==> config.mk <==
export PLATFORM = sky130hd
export DESIGN_NAME = div_unit
export DESIGN_NICKNAME = d
export VERILOG_FILES = /design/src/rtl/div_unit.sv
export SDC_FILE = /design/constraint.sdc
export NUM_CORES = 1
export LEC_CHECK = 0
export CORE_MARGIN = 2
export CORE_UTILIZATION = 63
export DETAILED_ROUTE_END_ITERATION = 10
export PLACE_DENSITY = 0.87
export RECOVER_POWER = 50
export SETUP_SLACK_MARGIN = 0.2
export SLEW_MARGIN = 30
export SYNTH_ARGS = -nofsm -noshare
export SYNTH_HDL_FRONTEND = slang
export SYNTH_SLANG_ARGS = --single-unit
==> constraint.sdc <==
create_clock -name clk -period 12.6 [get_ports clk]
set_input_delay 2.52 -clock clk [delete_from_list [all_inputs] [get_ports clk]]
set_output_delay 2.52 -clock clk [all_outputs]
set_load 0.02 [all_outputs]
==> src/rtl/div_unit.sv <==
// Radix-2 restoring divider (DIV/DIVU) in Execute, acts as the stall source for the hazard unit.
// Latency: accept cycle + WIDTH iterations + one DONE cycle (divide-by-zero: accept + 1 + DONE).
// Backpressure: stall_o holds the pipeline from accept through the last iteration; annul_i aborts.
module div_unit #(
   parameter int WIDTH = 32
) (
   input  logic             clk,
   input  logic             rst,
   input  logic             start_i,
   input  logic             signed_i,
   input  logic [WIDTH-1:0] a_i,
   input  logic [WIDTH-1:0] b_i,
   input  logic             annul_i,
   output logic             stall_o,
   output logic             done_o,
   output logic [WIDTH-1:0] lo_o,
   output logic [WIDTH-1:0] hi_o,
   output logic             div_zero_o
);

   localparam int CW = (WIDTH > 1) ? $clog2(WIDTH) : 1;
   localparam logic [1:0]    S_IDLE = 2'd0;
   localparam logic [1:0]    S_BUSY = 2'd1;
   localparam logic [1:0]    S_DONE = 2'd2;
   localparam logic [CW-1:0] LAST   = CW'(WIDTH - 1);

   logic [1:0]       state;
   logic [CW-1:0]    cnt;
   logic [WIDTH-1:0] rem;      // partial remainder (magnitude)
   logic [WIDTH-1:0] quo;      // dividend shifts out the top, quotient bits shift in the bottom
   logic [WIDTH-1:0] dvs;      // divisor magnitude
   logic [WIDTH-1:0] raw_a;    // unmodified dividend, returned as remainder on divide-by-zero
   logic             sign_q;
   logic             sign_r;
   logic             zero;
   logic [WIDTH-1:0] lo_q;
   logic [WIDTH-1:0] hi_q;
   logic             dz_q;

   logic             accept;
   logic [WIDTH-1:0] a_mag;
   logic [WIDTH-1:0] b_mag;
   logic [WIDTH:0]   rem_sh;
   logic [WIDTH:0]   diff;
   logic             ge;
   logic [WIDTH-1:0] rem_nx;
   logic [WIDTH-1:0] quo_nx;

   assign accept  = (state == S_IDLE) && start_i && !annul_i;
   // BUSY keeps stalling even when annulled; the abort takes effect at the next edge.
   assign stall_o = accept || (state == S_BUSY);
   assign done_o  = (state == S_DONE);
   assign lo_o       = lo_q;
   assign hi_o       = hi_q;
   assign div_zero_o = dz_q;

   // Operand magnitudes and one restoring step; the shifted remainder needs one extra bit.
   always_comb begin
      a_mag  = (signed_i && a_i[WIDTH-1]) ? -a_i : a_i;
      b_mag  = (signed_i && b_i[WIDTH-1]) ? -b_i : b_i;
      rem_sh = {rem, quo[WIDTH-1]};
      diff   = rem_sh - {1'b0, dvs};
      ge     = (rem_sh >= {1'b0, dvs});
      rem_nx = ge ? diff[WIDTH-1:0] : rem_sh[WIDTH-1:0];
      quo_nx = {quo[WIDTH-2:0], ge};
   end

   // Control FSM, datapath registers and result registers (results load on entry to DONE).
   always_ff @(posedge clk) begin
      if (!rst) begin
         state  <= S_IDLE;
         cnt    <= '0;
         rem    <= '0;
         quo    <= '0;
         dvs    <= '0;
         raw_a  <= '0;
         sign_q <= 1'b0;
         sign_r <= 1'b0;
         zero   <= 1'b0;
         lo_q   <= '0;
         hi_q   <= '0;
         dz_q   <= 1'b0;
      end else begin
         case (state)
            S_IDLE: begin
               if (accept) begin
                  state  <= S_BUSY;
                  cnt    <= '0;
                  rem    <= '0;
                  quo    <= a_mag;
                  dvs    <= b_mag;
                  raw_a  <= a_i;
                  sign_q <= signed_i && (a_i[WIDTH-1] ^ b_i[WIDTH-1]);
                  sign_r <= signed_i && a_i[WIDTH-1];
                  zero   <= (b_i == '0);
               end
            end
            S_BUSY: begin
               if (annul_i) begin
                  state <= S_IDLE;
               end else if (zero) begin
                  state <= S_DONE;
                  lo_q  <= '1;
                  hi_q  <= raw_a;
                  dz_q  <= 1'b1;
               end else begin
                  rem <= rem_nx;
                  quo <= quo_nx;
                  cnt <= cnt + CW'(1);
                  if (cnt == LAST) begin
                     state <= S_DONE;
                     lo_q  <= sign_q ? -quo_nx : quo_nx;
                     hi_q  <= sign_r ? -rem_nx : rem_nx;
                     dz_q  <= 1'b0;
                  end
               end
            end
            S_DONE: begin
               state <= S_IDLE;
            end
            default: begin
               state <= S_IDLE;
            end
         endcase
      end
   end

endmodule

==> key figures, run 1 <==
Floorplan
  • Initial Util: 64.7%
  • Core area: ~0.02 mm²
  • Row count: 52
  • Ports: 136
  • Die height: between 100 and 150 µm
  • Chip width: 149 µm
  • Die Area: 0.0221 mm²

GRT
  • First-pass GRT wire length: approximately 62000 µm
  • Vias in the first global route: 12256
  • Global Route Usage Sum: around 35%
  • Grt ovf: 0
  • Largest net degree at the start of global routing: 130
  • Antenna violations before repair: 0

STA
  • Final Max Tran Viols: 336
  • Setup TNS: 0 ns
  • Final hold violations: 0
  • Worst Skew: 0.0111 ns
  • Worst Tran Pin Value: 4.80 ns
  • RSZ-0062 raised after global routing: no
  • Rel. slew slack: -220%
  • Final min period: 7.64 ns
  • Hold WS: 0.464 ns
  • Max Freq: 131 MHz
  • Final-report setup violation count: 0
  • Tcrit/Tclk final: between 60% and 70%

Pwr
  • Leak Pwr: around 6.2 nW
  • PwrDens: about 110 mW/mm²
  • Worst VDD drop: roughly 0.11 mV

Logic synthesis
  • XOR/XNOR Fraction of Synth Area: approximately 8.4%
  • Post-synthesis adder-cell area fraction: under 10%
  • Post-synthesis average cell area: around 7.7 µm²
  • Yosys reg bits: 203
  • Syn Nets: 1826
  • Synth Area in Compound Gates: between 20 and 30%
  • Sequential element share of the synthesized area: around 30%
  • Main combinational cell family by area after synthesis: compound AO/OA/AOI/OAI gates
  • Post-synth EDFFs: 0
  • Syn Inst Count: around 1700
  • FFs w/ async S/R, synth: 0%
  • Simple-Gate Fraction of Synth Area: 23.3%
  • Post-Syn Area: around 0.013 mm²
  • Synthesis Warnings: 0
  • Mux share of post-synthesis cell area: under 10%
  • Ys flop type: dfxtp_1
  • Synth unique cells: 76

Cells and area
  • Multi-input logic area: between 0.008 and 0.009 mm²
  • Share of layout cells above drive strength 1: approximately 3.6%
  • Diode count: 0
  • Final nets: between 1500 and 2000
  • Sequential cell area: 0.00407 mm²
  • Fin cells: between 2000 and 2500
  • P&R area growth vs syn: 15.6%
  • Fillers: about 1600

Clock tree
  • CTS Sinks: slightly above 200
  • Post_cts resized: 0
  • Reg clk slew, reported paths: approximately 0.060 ns
  • Post-CTS Hold Buffers: 0
  • Root Buffer: clkbuf_16
  • TritonCTS Buffers: 23
  • CTS tree: done
  • H-Tree Level Count: 1
  • Clk Latency, worst-skew pair: between 0.5 and 0.6 ns
  • Setup bufs post-CTS: 0
  • Max clock buf depth: 3

Worst setup path
  • CP endpoint kind: flip-flop
  • Crit path cell chain: dlygate4sd3_1, or4b_1, clkbuf_1, o21ai_0, and2_1
  • CP arrival: 8.03 ns
  • R2r startpoint: rem[12]$_SDFFE_PN0P_
  • Worst R2R Path Depth: 15
  • Startpoint types: primary input
  • Worst setup startpoint: annul_i
  • CP max stage cell: clkbuf_1
  • RR Endpoint: hi_o[24]$_SDFFE_PN0P_
  • Crit-path max FO: 110
  • CP required: around 13 ns
  • R2R setup slack: 6.84 ns
  • Max stage delay on crit path: roughly 3.4 ns
  • Critical Setup Path Class: in2reg

Placed design
  • Placed insts: between 2000 and 2500
  • Gpl congestion: about 0.95
  • Port buffer count: approximately 140
  • DP HPWL: 27800 µm

Routing
  • Initial drt markers: ~1200
  • Drt via density: between 6 and 7
  • Via count: 13244
  • Routed WL per cell: about 19 µm
  • Drt total wl: 39500 µm
  • DRC viols: 0
  • DRT antenna net count: 0
  • Uppermost layer routed: met4
  • M1 WL: approximately 17000 µm
  • WL met2: 18100 µm
  • Pre-Repair DR Iteration Count: 8
  • WL met3: around 3000 µm

Worst hold path
  • Hold_sp: raw_a[23]$_SDFFE_PN0P_
  • Cell count of the worst hold path: 2
  • Hold Crit Class: reg2reg
  • Min-Delay Endpoint: raw_a[23]$_SDFFE_PN0P_

Flow run
  • Max-cap violations: 5

Run status
  • Violated checks: max-capacitance violations, max-slew violations
  • Status: finished with violations
## flip-flops by register name, summed over array words and instances (netlist names)
| signal | count |
|---|---|
| lo_o | 32 |
| zero | 1 |
| state | 2 |
| dvs | 32 |
| cnt | 5 |
| rem | 32 |
| quo | 32 |
| raw_a | 32 |
| hi_o | 32 |
| div_zero_o | 1 |
| sign_r | 1 |
| sign_q | 1 |
## worst max-delay path by stage
| stage | end | slack, ns |
|---|---|---|
| after floorplan | stall_o | 6.23 |
| final | dvs[22]$_SDFFE_PN0P_ | 4.96 |
| after detailed placement | stall_o | 5.68 |
| after global placement | stall_o | 5.69 |
| after CTS | stall_o | 5.67 |
| after global routing | dvs[22]$_SDFFE_PN0P_ | 4.44 |
## kinds of logic after synthesis
group                      count (synthesis)
AOI/OAI and AO/OA                        531
xor gates and xnor gates                 127
adders and majority gates                 39
buffers and inverters                    165
DFF                                      203
muxes                                     26
and+or+nand+nor                          627
## synth_stat cells, types with 9 or more instances
cell | n | area share (%)
a21o_1 | 14 | 0.80
a211oi_1 | 30 | 1.7
o41ai_1 | 12 | 0.80
ha_1 | 38 | 3.6
o21ai_0 | 129 | 4.9
nand2_1 | 217 | 6.2
and3_1 | 16 | 0.76
or4_1 | 9 | 0.51
nor2_1 | 104 | 3.0
a21oi_1 | 137 | 5.2
or3_1 | 13 | 0.62
o211a_1 | 23 | 1.7
nor2b_1 | 64 | 3.0
a21boi_0 | 49 | 2.8
clkbuf_1 | 100 | 2.8
o31ai_1 | 22 | 1.3
and2_1 | 42 | 2.0
inv_1 | 49 | 1.4
a222oi_1 | 21 | 1.6
xor2_1 | 84 | 5.6
nor4_1 | 25 | 1.2
o21a_1 | 11 | 0.63
nor3_1 | 32 | 1.2
nand3_1 | 53 | 2.0
xnor2_1 | 43 | 2.9
nand4_1 | 19 | 0.90
dfxtp_1 | 203 | 31
mux2i_1 | 23 | 1.7
a31oi_1 | 11 | 0.52
## routing by layer
layer | up-vias | global-route usage [%]
met4 | 0 | 11.0
met3 | 85 | 5.43
met5 | - | 0
met2 | 574 | 56.0
met1 | 6284 | 47.7
li1 | 6301 | -
## worst max-delay path: cells and delay by family
| family | cells | cell delay [ns] |
|---|---|---|
| AO/OA/AOI/OAI | 1 | 0.38 |
| buffers and inverters | 2 | 4.00 |
| AND/OR/NAND/NOR | 2 | 1.06 |
## report_power, final
group / internal [mW] / total, mW / switching (mW)
clock network: 0.389 / 0.660 / 0.271
logic: 0.145 / 0.391 / 0.245
registers: 0.663 / 0.681 / 0.0182
## cells in the final DEF (no fill, tap or decap), drive strengths merged, types with 42 or more instances in the layout
cell and instances:
o21ai 137, nor2b 64, clkdlybuf4s50 68, inv 51
and2 42, dlygate4sd3 66, nand3 53, xnor2 43
dfxtp 203, nor2 105, xor2 84, nand2 218
a21oi 137, a21boi 49
## final cells by class
cell class / instances / area share [%]
tap: 270 / 2.22
inverter: 50 / 1.23
clock inverter: 8 / 0.665
clock buffer: 31 / 4.11
timing repair buffer: 148 / 9.37
multi-input combinational: 1350 / 55.7
sequential: 203 / 26.7
## per-stage QoR
stage          power (mW)  worst slack (ns)  area, µm²  utilization (%)
6_report             1.73              4.96      15200             74.8
5_1_grt              1.80              4.44      15200             74.8
4_1_cts              1.72              5.67      15300             75.0
3_5_place_dp         1.07              5.68      14500             71.4
3_3_place_gp         1.06              5.69      14500             71.4
2_1_floorplan       0.956              6.23      13200                -
Power figures use the tool's default switching activity.
==> inputs of run 2 (changes only) <==
CORE_UTILIZATION = 53   (was 63)
PLACE_DENSITY = 0.78   (was 0.87)
clock period = 6.1 ns   (was 12.6 ns; I/O delays follow)
==> run 2 against run 1 <==
The flow still finishes with violations (max-capacitance violations, max-slew violations). Critical path depth increased by 2. Non-clock buffer count unchanged. Critical endpoint is now quo[0]$_SDFFE_PN0P_. Final area up 1.1%. Register-to-register slack worse by 6.0 ns. Largest cell class unchanged. Clock power is 130% higher.
==> key figures, run 2 (same netlist as run 1, synthesis figures left out) <==
Worst setup path
  • Critical Setup Path Class: in2reg
  • CP endpoint kind: flip-flop
  • Max stage delay on crit path: ~1.8 ns
  • Top cell by count, worst path: clkbuf_1
  • CP Buf/Inv Count: 3
  • CP required: 6.54 ns
  • Crit-path max FO: 36
  • Crit path cell chain: dlygate4sd3_1, nor4b_1, clkbuf_1, nor2_1, clkbuf_1, o21ai_0, and2_1
  • CP arrival: ~5.7 ns
  • CP delay by family, top: simple AND/OR/NAND/NOR gates
  • CP max stage cell: nor2_1
  • Startpoint types: primary input

STA
  • Final min period: around 5.2 ns
  • Worst Skew: about 0.026 ns
  • Tcrit/Tclk final: between 80% and 90%
  • RSZ-0062 raised after global routing: no
  • Max Freq: ~190 MHz
  • Final-report setup violation count: 0
  • Worst Tran Pin Value: 3.18 ns
  • Rel. slew slack: -112%
  • Final Max Tran Viols: between 150 and 200
  • Setup TNS: 0 ns
  • Final hold violations: 0

GRT
  • Largest net degree at the start of global routing: 79
  • Global Route Usage Sum: 28.9%
  • First-pass GRT wire length: between 60000 and 70000 µm
  • Antenna violations before repair: 0
  • Vias in the first global route: 11803
  • Grt ovf: 0

Cells and area
  • Final nets: around 1900
  • Sequential cell area: 0.00407 mm²
  • P&R area growth vs syn: 16.8%
  • Fillers: between 2000 and 2500
  • Post-layout util: a little over three fifths
  • Most frequent cells in the layout: 217 x nand2_1, 201 x dfxtp_1, 137 x a21oi_1
  • Commonest non-fill, non-tap cell in the layout: nand2_1
  • Share of layout cells above drive strength 1: 4.29%
  • Diode count: 0
  • Multi-input logic area: 0.00849 mm²

Clock tree
  • CTS tree: done
  • CTS Sinks: ~200
  • TritonCTS Buffers: 24
  • Post-CTS Hold Buffers: 0
  • H-Tree Level Count: 1
  • Max clock buf depth: 3
  • Post_cts resized: 0
  • Setup bufs post-CTS: 0
  • Clk Latency, worst-skew pair: 0.55 ns
  • Root Buffer: clkbuf_16
  • Reg clk slew, reported paths: ~0.060 ns

Routing
  • Drt via density: 6.09
  • DRT antenna net count: 0
  • Initial drt markers: 1296
  • Via count: roughly 13000
  • Pre-Repair DR Iteration Count: 7
  • DRC viols: 0
  • Drt total wl: 38900 µm
  • Routed WL per cell: roughly 18 µm

Floorplan
  • Die Area: around 0.026 mm²
  • Die height: roughly 160 µm
  • Core area: ~0.024 mm²
  • Initial Util: a little over half
  • Ports: 136
  • Chip width: around 160 µm
  • Row count: 57

Run status
  • Status: finished with violations
  • Violated checks: max-capacitance violations, max-slew violations

Worst hold path
  • Hold Crit Class: reg2reg

Pwr
  • PwrDens: between 200 and 250 mW/mm²
  • Leak Pwr: about 6.3 nW
  • Worst VDD drop: 0.185 mV

Placed design
  • Port buffer count: between 100 and 150
  • DP HPWL: roughly 28000 µm
  • Gpl congestion: between 0.9 and 1

Flow run
  • Max-cap violations: 3
[run 2: changes by cell type in the layout (fill, tap and decap cells not counted), moves of 2 or more]
| cell | previous run | this run |
|---|---|---|
| clkinvlp_4 | 0 | 2 |
| clkbuf_1 | 12 | 6 |
| clkinv_2 | 3 | 6 |
| and2_1 | 30 | 37 |
| and2_0 | 12 | 4 |
| buf_4 | 7 | 10 |
| clkbuf_8 | 2 | 7 |
| clkinv_4 | 2 | 0 |
[run 2: worst min-delay path, delay by kind of cell, from the launching register on]
family | cells | cell delay, ns
flip-flops | 1 | 0.31
AO/OA/AOI/OAI | 1 | 0.06
AND/OR/NAND/NOR | 1 | 0.04
[run 2: path summary, 6_finish.rpt]
check,startpoint,to,slack (ns),cells after the start
worst max register to register,rem[3]$_SDFFE_PN0P_,hi_o[26]$_SDFFE_PN0P_,0.88,15
worst min-delay path,raw_a[21]$_SDFFE_PN0P_,raw_a[21]$_SDFFE_PN0P_,0.46,2
worst min register to register,raw_a[21]$_SDFFE_PN0P_,raw_a[21]$_SDFFE_PN0P_,0.46,2
worst max-delay path,annul_i,quo[0]$_SDFFE_PN0P_,0.88,7
[run 2: metrics by stage]
stage	total power [mW]	cell area [µm²]	std cells	hold WS [ns]	setup WS, ns
finish	3.69	15400	2119	0.465	0.877
global route	3.85	15400	2119	0.495	0.425
CTS	3.69	15400	2119	0.465	0.977
detailed placement	2.21	14600	2075	0.457	0.984
global placement	2.20	14600	2075	0.451	1.01
floorplan	1.98	13200	1718	0.441	1.68
[run 2: power breakdown]
part,internal [mW],leakage [nW],switching (mW)
Clock,0.892,0.407,0.599
Combinational,0.298,4.23,0.494
Sequential,1.37,1.65,0.0393
[run 2: layout make-up]
| type | instances | area share (%) |
|---|---|---|
| Clock buffer | 33 | 4.57 |
| Clock inverter | 11 | 0.788 |
| Inverter | 50 | 1.22 |
| Multi-Input combinational cell | 1350 | 55.1 |
| Sequential cell | 203 | 26.4 |
| Tap cell | 324 | 2.63 |
| Timing Repair Buffer | 148 | 9.29 |
[run 2: layer usage]
metal	track usage, %	share of wire [%]
met5	0	0
met4	7.92	2.4
met3	3.75	6.5
met2	46.4	45
met1	41.0	46
